<file path="src/rtl/btn_conditioner.sv">
// Per-channel button conditioner: 2-flop synchronizer, counter debounce,
// registered press/release pulses and a press-and-hold auto-repeat step.
module btn_conditioner #(
    parameter int N_BTN         = 2,
    parameter int DEBOUNCE_CYC  = 1_000_000,
    parameter int REPEAT_DELAY  = 50_000_000,
    parameter int REPEAT_PERIOD = 10_000_000
) (
    input  logic             clk_i,
    input  logic             arstn_i,
    input  logic [N_BTN-1:0] btn_i,
    output logic [N_BTN-1:0] level_o,
    output logic [N_BTN-1:0] press_o,
    output logic [N_BTN-1:0] release_o,
    output logic [N_BTN-1:0] step_o
);

    localparam int CNT_W   = (DEBOUNCE_CYC > 1) ? $clog2(DEBOUNCE_CYC) : 1;
    localparam int TMR_MAX = (REPEAT_DELAY > REPEAT_PERIOD) ? REPEAT_DELAY : REPEAT_PERIOD;
    localparam int TMR_W   = (TMR_MAX > 1) ? $clog2(TMR_MAX) : 1;

    localparam logic [CNT_W-1:0] CNT_LAST = CNT_W'(DEBOUNCE_CYC - 1);
    localparam logic [TMR_W-1:0] RD_LAST  = TMR_W'((REPEAT_DELAY > 0) ? REPEAT_DELAY - 1 : 0);
    localparam logic [TMR_W-1:0] RP_LAST  = TMR_W'(REPEAT_PERIOD - 1);

    typedef enum logic [1:0] {
        IDLE   = 2'd0,
        HOLD   = 2'd1,
        REPEAT = 2'd2
    } state_e;

    for (genvar g = 0; g < N_BTN; g++) begin : g_chan
        logic [1:0]       sync_q, sync_d;
        logic [CNT_W-1:0] cnt_q, cnt_d;
        logic [TMR_W-1:0] tmr_q, tmr_d;
        logic             level_q, level_d;
        logic             press_q, press_d;
        logic             release_q, release_d;
        logic             step_q, step_d;
        logic             rise, fall, tick;
        logic             btn_s;
        state_e           state_q, state_d;

        assign btn_s = sync_q[1];

        always_ff @(posedge clk_i or negedge arstn_i) begin
            if (!arstn_i) begin
                sync_q    <= '0;
                cnt_q     <= '0;
                tmr_q     <= '0;
                level_q   <= 1'b0;
                press_q   <= 1'b0;
                release_q <= 1'b0;
                step_q    <= 1'b0;
                state_q   <= IDLE;
            end else begin
                sync_q    <= sync_d;
                cnt_q     <= cnt_d;
                tmr_q     <= tmr_d;
                level_q   <= level_d;
                press_q   <= press_d;
                release_q <= release_d;
                step_q    <= step_d;
                state_q   <= state_d;
            end
        end

        // Any cycle where the synchronized input agrees with the level restarts the count.
        always_comb begin
            sync_d  = {sync_q[0], btn_i[g]};
            cnt_d   = '0;
            level_d = level_q;
            rise    = 1'b0;
            fall    = 1'b0;
            if (btn_s != level_q) begin
                if (cnt_q == CNT_LAST) begin
                    level_d = ~level_q;
                    rise    = ~level_q;
                    fall    = level_q;
                end else begin
                    cnt_d = cnt_q + 1'b1;
                end
            end
        end

        always_comb begin
            state_d = state_q;
            tmr_d   = tmr_q;
            tick    = 1'b0;
            case (state_q)
                IDLE: begin
                    tmr_d = '0;
                    if (rise) state_d = HOLD;
                end
                HOLD: begin
                    if (REPEAT_DELAY == 0) begin
                        tmr_d = '0;
                    end else if (tmr_q == RD_LAST) begin
                        tick    = 1'b1;
                        state_d = REPEAT;
                        tmr_d   = '0;
                    end else begin
                        tmr_d = tmr_q + 1'b1;
                    end
                end
                REPEAT: begin
                    if (tmr_q == RP_LAST) begin
                        tick  = 1'b1;
                        tmr_d = '0;
                    end else begin
                        tmr_d = tmr_q + 1'b1;
                    end
                end
                default: begin
                    state_d = IDLE;
                    tmr_d   = '0;
                end
            endcase
            // Release wins over a repeat step that falls due in the same cycle.
            if (fall) begin
                state_d = IDLE;
                tmr_d   = '0;
            end
        end

        always_comb begin
            press_d   = rise;
            release_d = fall;
            step_d    = rise | (tick & ~fall);
        end

        assign level_o[g]   = level_q;
        assign press_o[g]   = press_q;
        assign release_o[g] = release_q;
        assign step_o[g]    = step_q;
    end

endmodule

</file>
<file path="config.mk">
export PLATFORM = sky130hd
export DESIGN_NAME = btn_conditioner
export DESIGN_NICKNAME = d
export VERILOG_FILES = /design/src/rtl/btn_conditioner.sv
export SDC_FILE = /design/constraint.sdc
export NUM_CORES = 1
export LEC_CHECK = 0
export CAP_MARGIN = 15
export CORE_ASPECT_RATIO = 0.5
export CORE_MARGIN = 5
export CORE_UTILIZATION = 50
export CTS_BUF_LIST = sky130_fd_sc_hd__clkbuf_16
export CTS_CLUSTER_DIAMETER = 100
export CTS_CLUSTER_SIZE = 14
export DETAILED_ROUTE_END_ITERATION = 12
export PLACE_DENSITY = 0.66
export SYNTH_ARGS = -nofsm -noshare
export SYNTH_HDL_FRONTEND = slang
export SYNTH_SLANG_ARGS = --single-unit
</file>
<file path="constraint.sdc">
create_clock -name clk_i -period 2.51 [get_ports clk_i]
set_input_delay 0.3765 -clock clk_i [delete_from_list [all_inputs] [get_ports clk_i]]
set_output_delay 0.3765 -clock clk_i [all_outputs]
set_load 0.03 [all_outputs]
</file>
==> reports/summary.md <==
### Pwr
• leakage power: 0.00243 uW
• worst supply voltage drop on vdd: 0.400 mV
• cell area power density: 591 nW/um^2

### CTS
• maximum count of clock buffers along a single path: 2
• total number of clock tree sinks: 108
• number of gates resized after cts: 0
• CTS H-tree depth: 3
• number of CTS-inserted buffers: 9
• postcts setup bufs: 0
• post-CTS clock slew at the launch and capture registers of the worst setup and hold paths: 70 ps
• cts hold-fix bufs: 1
• CTS tree: built
• clock insertion delay at the later pin of the skew report: 340 ps
• clock root buffer: sky130_fd_sc_hd__clkbuf_16

### Worst setup path
• arrival time of the worst setup path: 2520 ps
• kind of critical path: flip-flop to flip-flop
• CP max stage cell: sky130_fd_sc_hd__or4_4
• count of buffering cells on the critical path with inverters included: 1
• number of cells on the worst reg-to-reg path: 6
• startpoint kind of the worst setup timing path: flip-flop
• CP cell instances: or4b_1, or4_4, o21ai_2, a211o_1, buf_12, nor2_1
• family with the most delay on the worst path: simple AND/OR/NAND/NOR gates
• worst reg-to-reg setup slack: 220 ps
• Required @ worst endpoint: 2740 ps
• reg-to-reg startpoint: g_chan[1].tmr_q[18]
• Crit Path Max Fanout: 26
• CP endpoint kind: flip-flop
• capturing point of the worst reg2reg path: g_chan[1].tmr_q[5]
• stage delay of the slowest cell on the critical path: 560 ps

### STA
• final hold slack: 351 ps
• summed negative setup slack over all endpoints: 0 ps
• Final Critical Period: 2290 ps
• number of failing setup endpoints in the final timing report: 0
• fin crit share: 91.3%
• slew at the pin closest to its max-slew limit: 670 ps
• Max-slew headroom: 55.0%
• RSZ-0062 raised after global routing: false
• f_max: 436 MHz
• final max-slew violation count: 0
• final hold violation count: 0
• worst clock skew on the final layout: 5.71 ps
• Final Worst Setup Slack: 219 ps

### Yosys
• count of unique library cells instantiated by Yosys: 48
• syn avg cell area: 9.78 um^2
• nets in the synthesized netlist: 583
• number of synthesized flops with an enable pin: 0
• leading cell type by number of instances after synthesis: sky130_fd_sc_hd__nor2_1
• ys flop type: sky130_fd_sc_hd__dfrtp_1
• share of async-settable or async-resettable flops after synthesis: 100%
• Syn Inst Count: 565
• sequential cell area fraction in the yosys report: 48.9%
• library cell occupying the most area in the post-synthesis netlist: sky130_fd_sc_hd__dfrtp_1
• number of register bits inferred by synthesis: 108
• portion of synthesized cell area occupied by the leading cell type: 48.9%
• top post-synthesis cells by area: sky130_fd_sc_hd__dfrtp_1 (49%), sky130_fd_sc_hd__xnor2_1 (8.4%), sky130_fd_sc_hd__nor2_1 (8.0%), sky130_fd_sc_hd__xor2_1 (5.1%), sky130_fd_sc_hd__nand3_1 (3.6%)
• number of warnings printed during yosys synthesis: 0
• Commonest cells post-synth: sky130_fd_sc_hd__nor2_1 (118), sky130_fd_sc_hd__dfrtp_1 (108), sky130_fd_sc_hd__xnor2_1 (53)
• cell area after technology mapping: 5530 um^2

### Placement
• placed instance count: 705
• DP Wirelength: 6570 um
• final weighted congestion of routability-driven global placement: 0.852
• buffers added on ports: 11
• Post-Place Setup Slack: 240 ps

### Layout
• filler-free cell count of the finished design: 722
• Fillers: 956
• number of antenna diodes: 0
• total number of nets in the final design: 590
• synthesis-to-layout area growth: 10.8%
• share of layout cells above drive strength 1: 6.07%

### Detailed routing
• detailed-route via count: 3838
• Antenna Violating Nets Remaining: 0
• WL/cell: 13.4 um
• Total Wirelength: 9690 um
• number of violations reported at the end of detailed-routing iteration 0: 188
• count of unresolved DRC violations after routing: 0
• Via-to-Cell Ratio: 5.32
• Pre-antenna DRT Iters: 4

### Die
• die area: 13400 um^2
• horizontal die dimension: 159 um
• Placement Rows: 27
• number of top-level design ports: 12
• initial core utilization: 50.7%
• die boundary height: 84.4 um
• Floorplan Core Area: 10900 um^2

### Global route
• first-pass GRT wire length: 17400 um
• GR Overflow Total: 0
• largest net degree at the start of global routing: 52
• All-Layer GR Usage: 15.4%
• initial antenna violation count: 0
• vias in the first global route: 3653

### Status
• result of the run: finished, final reports clean

### Worst hold path
• worst hold stages: 0
• hold_sp: g_chan[0].sync_q[0]
• class of the tightest hold or removal check: flip-flop to flip-flop
• end of the worst hold path: g_chan[0].sync_q[1]

### Job
• Maximum Capacitance Violations: 0

metal layers:
metal,track usage [%],part of all wire (%),wire [um]
met2,23.5,44,4280
met5,0,0,0
met3,4.17,2.4,228
met4,3.28,0.92,89
met1,22.1,53,5100
final cells by class:
class,count,area (um^2),share of cell area (%)
sequential,108,2700,44.1
clock inverter,7,163,2.66
timing repair buffer,19,195,3.19
tap,145,181,2.96
clock buffer,9,225,3.68
inverter,21,78.8,1.29
multi-input combinational,413,2580,42.1
metrics by stage:
step	instance area (um^2)	util (%)	power (uW)
after floorplan	5530	-	1820
after global placement	5730	52.5	1870
after detailed placement	5730	52.5	1870
after CTS	6130	56.1	3670
after global routing	6130	56.1	3770
final	6130	56.1	3620
power breakdown:
| group | leakage [uW] | switching, uW | internal [uW] |
|---|---|---|---|
| sequential | 0.00150 | 9.00 | 1750 |
| clock | 0.000186 | 615 | 1170 |
| combinational | 0.000752 | 53.1 | 19.0 |
| total | 0.00243 | 677 | 2940 |
cells by family after synthesis:
family	synth area share [%]
compound gates	2.78
xor+xnor	13.5
fa+ha+maj	3.17
buf+inv	4.44
flops	48.9
mux	0.204
simple gates	27.0
how the worst max path moves through the flow:
stage | start | end | slack [ps] | cells after the start
2_1_floorplan | g_chan[1].tmr_q[18] | g_chan[1].tmr_q[23] | 340 | 7
3_3_place_gp | g_chan[1].tmr_q[18] | g_chan[1].tmr_q[24] | 270 | 6
3_5_place_dp | g_chan[1].tmr_q[18] | g_chan[1].tmr_q[5] | 240 | 6
4_1_cts | g_chan[1].tmr_q[18] | g_chan[1].tmr_q[5] | 210 | 6
5_1_grt | g_chan[1].cnt_q[6] | g_chan[1].state_q[1] | 110 | 5
6_report | g_chan[1].tmr_q[18] | g_chan[1].tmr_q[5] | 220 | 6
flip-flops by register name (all words and copies together), names as in the netlist:
name,flops
g_chan.cnt_q,40
g_chan.level_q,2
g_chan.press_q,2
g_chan.release_q,2
g_chan.state_q,4
g_chan.step_q,2
g_chan.sync_q,4
g_chan.tmr_q,52
cell usage in the layout (no fill, tap or decap), types with 9 or more instances in the layout:
cell                              Yosys  final
sky130_fd_sc_hd__clkbuf_16            0      9
sky130_fd_sc_hd__nand2_1             28     28
sky130_fd_sc_hd__and4_1              10     10
sky130_fd_sc_hd__clkdlybuf4s50_1      0     10
sky130_fd_sc_hd__nor3_1              21     21
sky130_fd_sc_hd__nand4_1             20     20
sky130_fd_sc_hd__and3_1              14     14
sky130_fd_sc_hd__nor2_1             118    118
sky130_fd_sc_hd__dfrtp_1            108    108
sky130_fd_sc_hd__inv_1               21     21
sky130_fd_sc_hd__nand3_1             40     40
sky130_fd_sc_hd__ha_1                14     14
sky130_fd_sc_hd__xnor2_1             53     53
sky130_fd_sc_hd__xor2_1              32     32
Power figures use the tool's default switching activity.
